[src/rtl/general_register_pkg.sv]
// Shared op-code definitions for the general register file and its op unit.
package general_register_pkg;

    localparam int unsigned OP_W = 3;

    localparam logic [OP_W-1:0] OP_LOAD = 3'b000;
    localparam logic [OP_W-1:0] OP_INC  = 3'b001;
    localparam logic [OP_W-1:0] OP_DEC  = 3'b010;
    localparam logic [OP_W-1:0] OP_SHL  = 3'b011;
    localparam logic [OP_W-1:0] OP_SHR  = 3'b100;
    localparam logic [OP_W-1:0] OP_CLR  = 3'b101;

endpackage

[src/rtl/general_register_file_if.sv]
// Decode-side write/op port and ALU-side read ports of the general register file.
interface general_register_file_if
    import general_register_pkg::*;
#(
    parameter int unsigned WIDTH  = 4,
    parameter int unsigned ADDR_W = 3
);
    logic              writeEnable;
    logic [ADDR_W-1:0] writeAddr;
    logic [OP_W-1:0]   op;
    logic [WIDTH-1:0]  valueIn;
    logic [ADDR_W-1:0] readAddrA;
    logic [ADDR_W-1:0] readAddrB;
    logic [WIDTH-1:0]  valueOutA;
    logic [WIDTH-1:0]  valueOutB;
    logic              zeroFlag;
    logic              carryFlag;

    modport master (
        output writeEnable, writeAddr, op, valueIn, readAddrA, readAddrB,
        input  valueOutA, valueOutB, zeroFlag, carryFlag
    );

    modport slave (
        input  writeEnable, writeAddr, op, valueIn, readAddrA, readAddrB,
        output valueOutA, valueOutB, zeroFlag, carryFlag
    );
endinterface

[src/rtl/general_register_op_unit.sv]
// Combinational read-modify-write operation: result, carry/borrow/shift-out bit, op validity.
module general_register_op_unit
    import general_register_pkg::*;
#(
    parameter int unsigned WIDTH = 4
) (
    input  logic [WIDTH-1:0] old,
    input  logic [WIDTH-1:0] valueIn,
    input  logic [OP_W-1:0]  op,
    output logic [WIDTH-1:0] res,
    output logic             c,
    output logic             opValid
);
    always_comb begin
        res     = old;
        c       = 1'b0;
        opValid = 1'b1;
        case (op)
            OP_LOAD: res = valueIn;
            OP_INC: begin
                res = old + WIDTH'(1);
                c   = &old;
            end
            OP_DEC: begin
                res = old - WIDTH'(1);
                c   = ~|old;
            end
            OP_SHL: begin
                res = {old[WIDTH-2:0], 1'b0};
                c   = old[WIDTH-1];
            end
            OP_SHR: begin
                res = {1'b0, old[WIDTH-1:1]};
                c   = old[0];
            end
            OP_CLR:  res = '0;
            default: opValid = 1'b0;
        endcase
    end
endmodule

[src/rtl/general_register_file.sv]
// Parametrised register file: one read-modify-write port, two combinational read ports,
// registered zero/carry flags, optional write-to-read bypass.
module general_register_file
    import general_register_pkg::*;
#(
    parameter int unsigned WIDTH     = 4,
    parameter int unsigned NUM_REGS  = 8,
    parameter int unsigned ADDR_W    = $clog2(NUM_REGS),
    parameter bit          ZERO_REG0 = 1'b0,
    parameter bit          BYPASS    = 1'b1
) (
    input  logic                    clock,
    input  logic                    reset,
    general_register_file_if.slave  bus
);
    logic [WIDTH-1:0] regs [NUM_REGS];
    logic             zeroQ, carryQ;

    logic             waInRange, raInRange, rbInRange;
    logic [WIDTH-1:0] oldValue, res, storedA, storedB;
    logic             c, opValid, commit;

    // Range checks only exist when the address space has holes above NUM_REGS.
    if (NUM_REGS == (1 << ADDR_W)) begin : g_full
        assign waInRange = 1'b1;
        assign raInRange = 1'b1;
        assign rbInRange = 1'b1;
    end else begin : g_part
        assign waInRange = (32'(bus.writeAddr) < NUM_REGS);
        assign raInRange = (32'(bus.readAddrA) < NUM_REGS);
        assign rbInRange = (32'(bus.readAddrB) < NUM_REGS);
    end

    always_comb begin
        oldValue = '0;
        storedA  = '0;
        storedB  = '0;
        if (waInRange && !(ZERO_REG0 && bus.writeAddr == '0)) oldValue = regs[bus.writeAddr];
        if (raInRange && !(ZERO_REG0 && bus.readAddrA == '0)) storedA = regs[bus.readAddrA];
        if (rbInRange && !(ZERO_REG0 && bus.readAddrB == '0)) storedB = regs[bus.readAddrB];
    end

    general_register_op_unit #(.WIDTH(WIDTH)) u_op (
        .old     (oldValue),
        .valueIn (bus.valueIn),
        .op      (bus.op),
        .res     (res),
        .c       (c),
        .opValid (opValid)
    );

    assign commit = bus.writeEnable && !reset && opValid && waInRange
                    && !(ZERO_REG0 && bus.writeAddr == '0);

    always_ff @(posedge clock) begin
        if (reset) begin
            for (int unsigned i = 0; i < NUM_REGS; i++) regs[i] <= '0;
            zeroQ  <= 1'b0;
            carryQ <= 1'b0;
        end else if (commit) begin
            regs[bus.writeAddr] <= res;
            zeroQ               <= (res == '0);
            carryQ              <= c;
        end
    end

    always_comb begin
        bus.valueOutA = storedA;
        bus.valueOutB = storedB;
        if (BYPASS && commit && bus.readAddrA == bus.writeAddr) bus.valueOutA = res;
        if (BYPASS && commit && bus.readAddrB == bus.writeAddr) bus.valueOutB = res;
    end

    assign bus.zeroFlag  = zeroQ;
    assign bus.carryFlag = carryQ;
endmodule

[src/flat_wrapper.sv]
// flat-port wrapper written by rule: the top's interface ports become plain ports
module general_register_file_flat import general_register_pkg::*;
#(
    parameter int unsigned WIDTH     = 4,
    parameter int unsigned NUM_REGS  = 8,
    parameter int unsigned ADDR_W    = $clog2(NUM_REGS),
    parameter bit          ZERO_REG0 = 1'b0,
    parameter bit          BYPASS    = 1'b1
)
  (clock, reset, bus_writeEnable, bus_writeAddr, bus_op, bus_valueIn, bus_readAddrA, bus_readAddrB, bus_valueOutA, bus_valueOutB, bus_zeroFlag, bus_carryFlag);
  general_register_file_if #(.WIDTH(WIDTH), .ADDR_W(ADDR_W)) bus_i ();
  input  logic clock;
  input  logic reset;
  input wire logic [$bits(bus_i.writeEnable)-1:0] bus_writeEnable;
  input wire logic [$bits(bus_i.writeAddr)-1:0] bus_writeAddr;
  input wire logic [$bits(bus_i.op)-1:0] bus_op;
  input wire logic [$bits(bus_i.valueIn)-1:0] bus_valueIn;
  input wire logic [$bits(bus_i.readAddrA)-1:0] bus_readAddrA;
  input wire logic [$bits(bus_i.readAddrB)-1:0] bus_readAddrB;
  output wire logic [$bits(bus_i.valueOutA)-1:0] bus_valueOutA;
  output wire logic [$bits(bus_i.valueOutB)-1:0] bus_valueOutB;
  output wire logic [$bits(bus_i.zeroFlag)-1:0] bus_zeroFlag;
  output wire logic [$bits(bus_i.carryFlag)-1:0] bus_carryFlag;
  assign bus_i.writeEnable = bus_writeEnable;
  assign bus_i.writeAddr = bus_writeAddr;
  assign bus_i.op = bus_op;
  assign bus_i.valueIn = bus_valueIn;
  assign bus_i.readAddrA = bus_readAddrA;
  assign bus_i.readAddrB = bus_readAddrB;
  assign bus_valueOutA = bus_i.valueOutA;
  assign bus_valueOutB = bus_i.valueOutB;
  assign bus_zeroFlag = bus_i.zeroFlag;
  assign bus_carryFlag = bus_i.carryFlag;
  general_register_file #(.WIDTH(WIDTH), .NUM_REGS(NUM_REGS), .ADDR_W(ADDR_W), .ZERO_REG0(ZERO_REG0), .BYPASS(BYPASS)) u_core (.clock(clock), .reset(reset), .bus(bus_i));
endmodule
[config.mk]
export PLATFORM = sky130hd
export DESIGN_NAME = general_register_file_flat
export DESIGN_NICKNAME = d
export VERILOG_FILES = /design/src/rtl/general_register_pkg.sv /design/src/rtl/general_register_file_if.sv /design/src/rtl/general_register_op_unit.sv /design/src/rtl/general_register_file.sv /design/src/flat_wrapper.sv
export SDC_FILE = /design/constraint.sdc
export NUM_CORES = 1
export LEC_CHECK = 0
export ABC_AREA = 1
export BUFFER_PORTS_ARGS = -buffer_cell sky130_fd_sc_hd__buf_2
export CAP_MARGIN = 10
export CORE_MARGIN = 2
export CORE_UTILIZATION = 40
export DETAILED_ROUTE_END_ITERATION = 8
export GPL_ROUTABILITY_DRIVEN = 0
export PLACE_DENSITY = 0.54
export SYNTH_ARGS = -nofsm -noshare
export SYNTH_HDL_FRONTEND = slang
export SYNTH_SLANG_ARGS = --single-unit
[constraint.sdc]
create_clock -name clock -period 3 [get_ports clock]
set_input_delay 0.15 -clock clock [delete_from_list [all_inputs] [get_ports clock]]
set_output_delay 0.15 -clock clock [all_outputs]
set_load 0.005 [all_outputs]
; After elaboration in Yosys (flattened, before gate mapping)
; Memories as Yosys holds them, arrays and structs flattened.
; Index checks and enable logic that the tools add are counted.
[totals]
regBits = 2
mem_bits_rw = 32
in_bits = 19
output_inout_bits = 10
word_cells = 37
n_memories = 1
[memory_table]
columns = memory, words, word_bits, read_ports, rd_clocked_by_memory_dff, write_ports, line_no
row1 = u_core.regs, 8, 4, 3, 0, 8, general_register_file.sv:16  ; logic [WIDTH-1:0] regs [NUM_REGS];
[classes]
n_addsub = 2
n_eq_ne = 7
n_mux = 13
n_reduce_logical = 12
[op_table]
columns = cell, count
row1 = case mux 4 bit (6 select lines), 1
row2 = two-way mux 4 bit, 3
row3 = OR reduction 4 bit, 2
row4 = two-way mux 1 bit, 7
row5 = "== test 3 x 2 -> 1 bit, second input constant", 2
row6 = == test 3 bit, 2
row7 = "== test 3 bit, second input constant", 2
row8 = OR reduction 6 bit, 1
row9 = "adder 4 x 1 -> 4 bit, second input constant", 1
row10 = logical AND 1 bit, 4
row11 = zero test 4 bit, 1
row12 = case mux 1 bit (4 select lines), 1
row13 = AND reduction 4 bit, 1
row14 = "subtractor 4 x 1 -> 4 bit, second input constant", 1
row15 = "== test 3 x 1 -> 1 bit, second input constant", 1
row16 = zero test 3 bit, 1
row17 = two-way mux 3 bit, 1
row18 = zero test 1 bit, 2

; Logic depth before layout (Yosys ltp)
[depth]
ltp_word = 9
ltp_mapped = 18
mapped_depth_nobuf = 17

; By module
; Synthesis repeated with hierarchy kept, for this count alone.
[unflattened]
hier_cells = 445
area_unflattened_um2 = 2831.5
[by_module_without_submodules]
columns = mod, n_inst, cells_each, area_per_inst_um2, seq_area_each_um2
row1 = general_register_file, 1, 378, 2459.9, 1001.0
row2 = general_register_op_unit, 1, 67, 371.6, 0.0

; Worst setup path after synthesis
; Ideal clock, no wire load.
[synth_path]
path_type = register -> register
from = memory u_core.regs[1][0]
to = memory u_core.regs[0][2] (data pin)
setup_time_ns = 0.259
arrival_time_ns = 1.908
t_required_ns = 2.741
path_slack_ns = 0.832
path_stages_with_launch = 14
path_buffers = 1
synth_period_minus_slack_ns = 2.168
cell_sequence = edfxtp_1 inv_1 nand2_1 nand3_1 nand2_1 nor2_4 inv_2 fa_1 xor2_1 a21oi_1 nand3_1 nand2_2 buf_6 nor2_1
[synth_lines]
columns = item, line_no
row1 = start: declaration, general_register_file.sv:16

==> flow_summary.toml <==
[global_routing]
grt_pass1_vias = 2521
grt_use_total = 0.2072
grt_antenna_before_repair = 0
grt_pass1_wl_um = 13250
grt-ovfl-total = 0
grt_max_degree = 26

[floorplanning]
core_sq_um = 7176
io-pin-count = 29
row_count = 31
die_area_sq_um = 8060
dieHeight_um = 89.78
die_x_um = 89.78
start_util = 0.4101

[run_status]
status = "completed"

[hold_path]
hold_class = "in -> reg"
hold_depth = 2
hold-path-endpoint = "u_core.bus.zeroFlag"
min-delay-start = "reset"

[sta]
drv_slew = 0
skew_ns = 0.001960
finalCriticalPeriod_ns = 2.813
fmax_ghz = 0.3555
rsz0062_at_grt = "no"
hold_slack_ns = 0.05193
layout_setup_ws_ns = 0.1869
tns_ns = 0
worst_slew_pin_slew_ns = 0.7015
hold_viol_final = 0
slew-limit-headroom = 0.5319
min_period_over_period = 0.9377
setup_viol = 0

[clocking]
clkLatencyLatePin_ns = 0.28
clk_pin_slew_ns = 0.07
h-tree-depth = 2
clock_path_buffers = 2
cts_hold_buf = 0
root_buffer = "clkbuf_8"
cts_made_buffers = 5
cts_tree = "built"
cts_sinks = 34

[setup_path]
critPathKind = "reg -> out"
cpPeakStageDelay_ns = 0.45
crit_fanout = 6
start_kind = "register"
slowest_stage = "edfxtp_1"
r2r_slack_ns = 0.35
path_cells = "inv_1 -> nand2_1 -> nand3_1 -> nand2_1 -> nor2_4 -> inv_2 -> fa_1 -> xor2_1 -> a21oi_1 -> nand3_2 -> nand2_4 -> o22ai_1 -> buf_2"
rr_worst_depth = 14
crit_top_cell = "nand2_1"
r2r_start = "u_core.regs[7][0]"
cp.required_ns = 2.85
worstPathArrival_ns = 2.66
path_delay_family = "simple AND/OR/NAND/NOR gates"
cp-end-kind = "primary output"
r2r-end = "u_core.regs[7][2]"
crit_buf_inv = 3

[logic_synthesis]
postSynthCellCount = 397
ys_ff_latch = 34
yosysWarnings = 0
synthesis.nets = 419
synth_cell_type_count = 42
syn_area_sq_um = 2943
syn_area_per_cell_sq_um = 7.413
ys_seq_area_frac = 0.3401

[finish]
drive_above_1_share = 0.2400
syn_to_final_growth_pct = 9.737
n_antenna_cell = 0
final_net_count = 446

[pwr]
p_leak_nw = 1.415
finalPower_mw = 1.232
vdd_drop_max_mv = 0.2849
power_density_nw_per_um2 = 381.5

[drt]
vias = 2729
drt-pass1-iter-count = 5
wl_um = 8394
drtIter0Drc = 257
route.detailed.wl_per_inst_um = 16.02
via_per_inst = 5.208
drc = 0
ant_nets = 0

[placement]
pre_cts_slack_ns = 0.2121
port_buffers = 28
dpl.hpwl_um = 6226

[job]
drv_cap = 0
-- cells in the mapped netlist --
library cell | n | area (sq um)
nand2_4 | 9 | 101.4
dfxtp_1 | 2 | 40.04
nand3_2 | 6 | 60.06
fa_1 | 1 | 20.02
a211oi_1 | 1 | 7.510
nand2_1 | 92 | 345.3
o21ai_2 | 2 | 17.52
buf_2 | 1 | 5.000
xnor2_1 | 3 | 26.28
inv_2 | 6 | 22.52
a221oi_1 | 1 | 8.760
nand4_1 | 3 | 18.77
clkinv_1 | 1 | 3.750
inv_8 | 1 | 11.26
nor2_1 | 42 | 157.7
nor2_2 | 13 | 81.33
nor2_4 | 6 | 67.56
o2111ai_1 | 1 | 8.760
o22ai_1 | 9 | 56.30
nand2_2 | 10 | 62.56
o211ai_1 | 6 | 45.04
o311ai_0 | 1 | 8.760
o21ai_0 | 35 | 175.2
a22oi_1 | 1 | 7.510
a21oi_1 | 25 | 125.1
o21ai_1 | 1 | 5.000
nand2_8 | 1 | 20.02
nor3_2 | 1 | 10.01
xor2_1 | 1 | 8.760
buf_6 | 6 | 67.56
a21oi_2 | 1 | 8.760
nand3_4 | 1 | 17.52
buf_12 | 1 | 20.02
nor3_1 | 1 | 5.000
clkbuf_1 | 9 | 33.78
buf_8 | 1 | 15.01
inv_4 | 1 | 6.260
ha_1 | 2 | 25.02
nand3_1 | 22 | 110.1
a31oi_1 | 1 | 6.260
inv_1 | 37 | 138.9
edfxtp_1 | 32 | 960.9
-- through the flow --
stage | utilization | instances | instance area [sq um]
3_3_place_gp | 0.4293 | 508 | 3080
4_1_cts | 0.4405 | 516 | 3161
3_5_place_dp | 0.4293 | 508 | 3080
6_report | 0.4500 | 524 | 3229
2_1_floorplan | - | 397 | 2943
5_1_grt | 0.4500 | 524 | 3229
-- area by class of cell --
cell class | instances | area, sq um
fillers | 769 | 3946
clock buffers | 5 | 68.82
multi-input cells | 300 | 1634
inverters | 46 | 182.7
repair buffers | 37 | 207.7
clock inverters | 3 | 11.26
flip-flops and latches | 34 | 1001
well taps | 99 | 123.9
-- cells by family (layout without fill, tap and decap cells) --
| group | count (synthesis) | count (layout) | share of synthesized area |
|---|---|---|---|
| xor gates and xnor gates | 4 | 4 | 0.01191 |
| buffers and inverters | 64 | 91 | 0.1101 |
| adders and majority gates | 3 | 3 | 0.01531 |
| and+or+nand+nor | 207 | 208 | 0.3593 |
| AOI/OAI and AO/OA | 85 | 85 | 0.1633 |
| DFF | 34 | 34 | 0.3401 |
-- routing by layer --
layer  vias to the layer above  part of all wire  GRT usage
li1                       1372                 -          -
met1                      1248              0.47     0.2960
met2                        94              0.45     0.3201
met3                        15             0.054    0.03018
met4                         0             0.026    0.07564
met5                         -                 0          0
-- flip-flops by register name (all words and copies together), names as in the netlist --
register,count
u_core.regs,32
u_core.bus.carryFlag,1
u_core.bus.zeroFlag,1
-- where the power goes --
part / internal [mW] / leakage [nW] / switching, mW
combinational: 0.120 / 1.03 / 0.236
clock: 0.155 / 0.0407 / 0.167
sequential: 0.538 / 0.348 / 0.0153
-- worst max path at each step --
stage,slack (ns),from,end,cells past startpoint
finish,0.19,u_core.regs[7][0],bus_valueOutA[2],13
global route,0.02,u_core.regs[2][0],bus_valueOutA[2],13
CTS,0.001,u_core.regs[5][0],bus_valueOutA[2],13
floorplan,0.83,u_core.regs[1][0],u_core.regs[0][2],13
detailed placement,0.21,bus_writeAddr[0],bus_valueOutA[2],14
global placement,0.19,bus_writeAddr[0],bus_valueOutA[2],14
-- placed cells by master (no fill, tap or decap), types with 2 or more instances in the layout --
| cell type | n |
|---|---|
| nand2_1 | 92 |
| nor2_1 | 42 |
| inv_1 | 37 |
| o21ai_0 | 35 |
| edfxtp_1 | 32 |
| buf_2 | 28 |
| a21oi_1 | 25 |
| nand3_1 | 21 |
| nor2_2 | 13 |
| nand2_2 | 10 |
| nand2_4 | 10 |
| o22ai_1 | 9 |
| buf_4 | 9 |
| nand3_2 | 7 |
| inv_2 | 6 |
| nor2_4 | 6 |
| o211ai_1 | 6 |
| clkbuf_8 | 5 |
| clkinv_1 | 4 |
| xnor2_1 | 3 |
| nand4_1 | 3 |
| o21ai_2 | 2 |
| ha_1 | 2 |
| dfxtp_1 | 2 |
-- timing repair --
action                                 4_1_cts  5_1_grt
setup endpoints to repair                    0        2
endpoints found under the hold margin        0        0
resized for setup                            0        2
buffers inserted                             0        7
-- worst reg2reg max path, stage by stage, from the launching register on --
cell and delay, ns:
edfxtp_1 0.45, inv_1 0.08, nand2_1 0.04, nand3_1 0.12
nand2_1 0.10, nor2_4 0.19, inv_2 0.08, fa_1 0.43
xor2_1 0.17, a21oi_1 0.18, nand3_2 0.14, buf_4 0.18
nand2_2 0.10, buf_4 0.12, nor2_1 0.03
(Power assumes the default switching activity.)
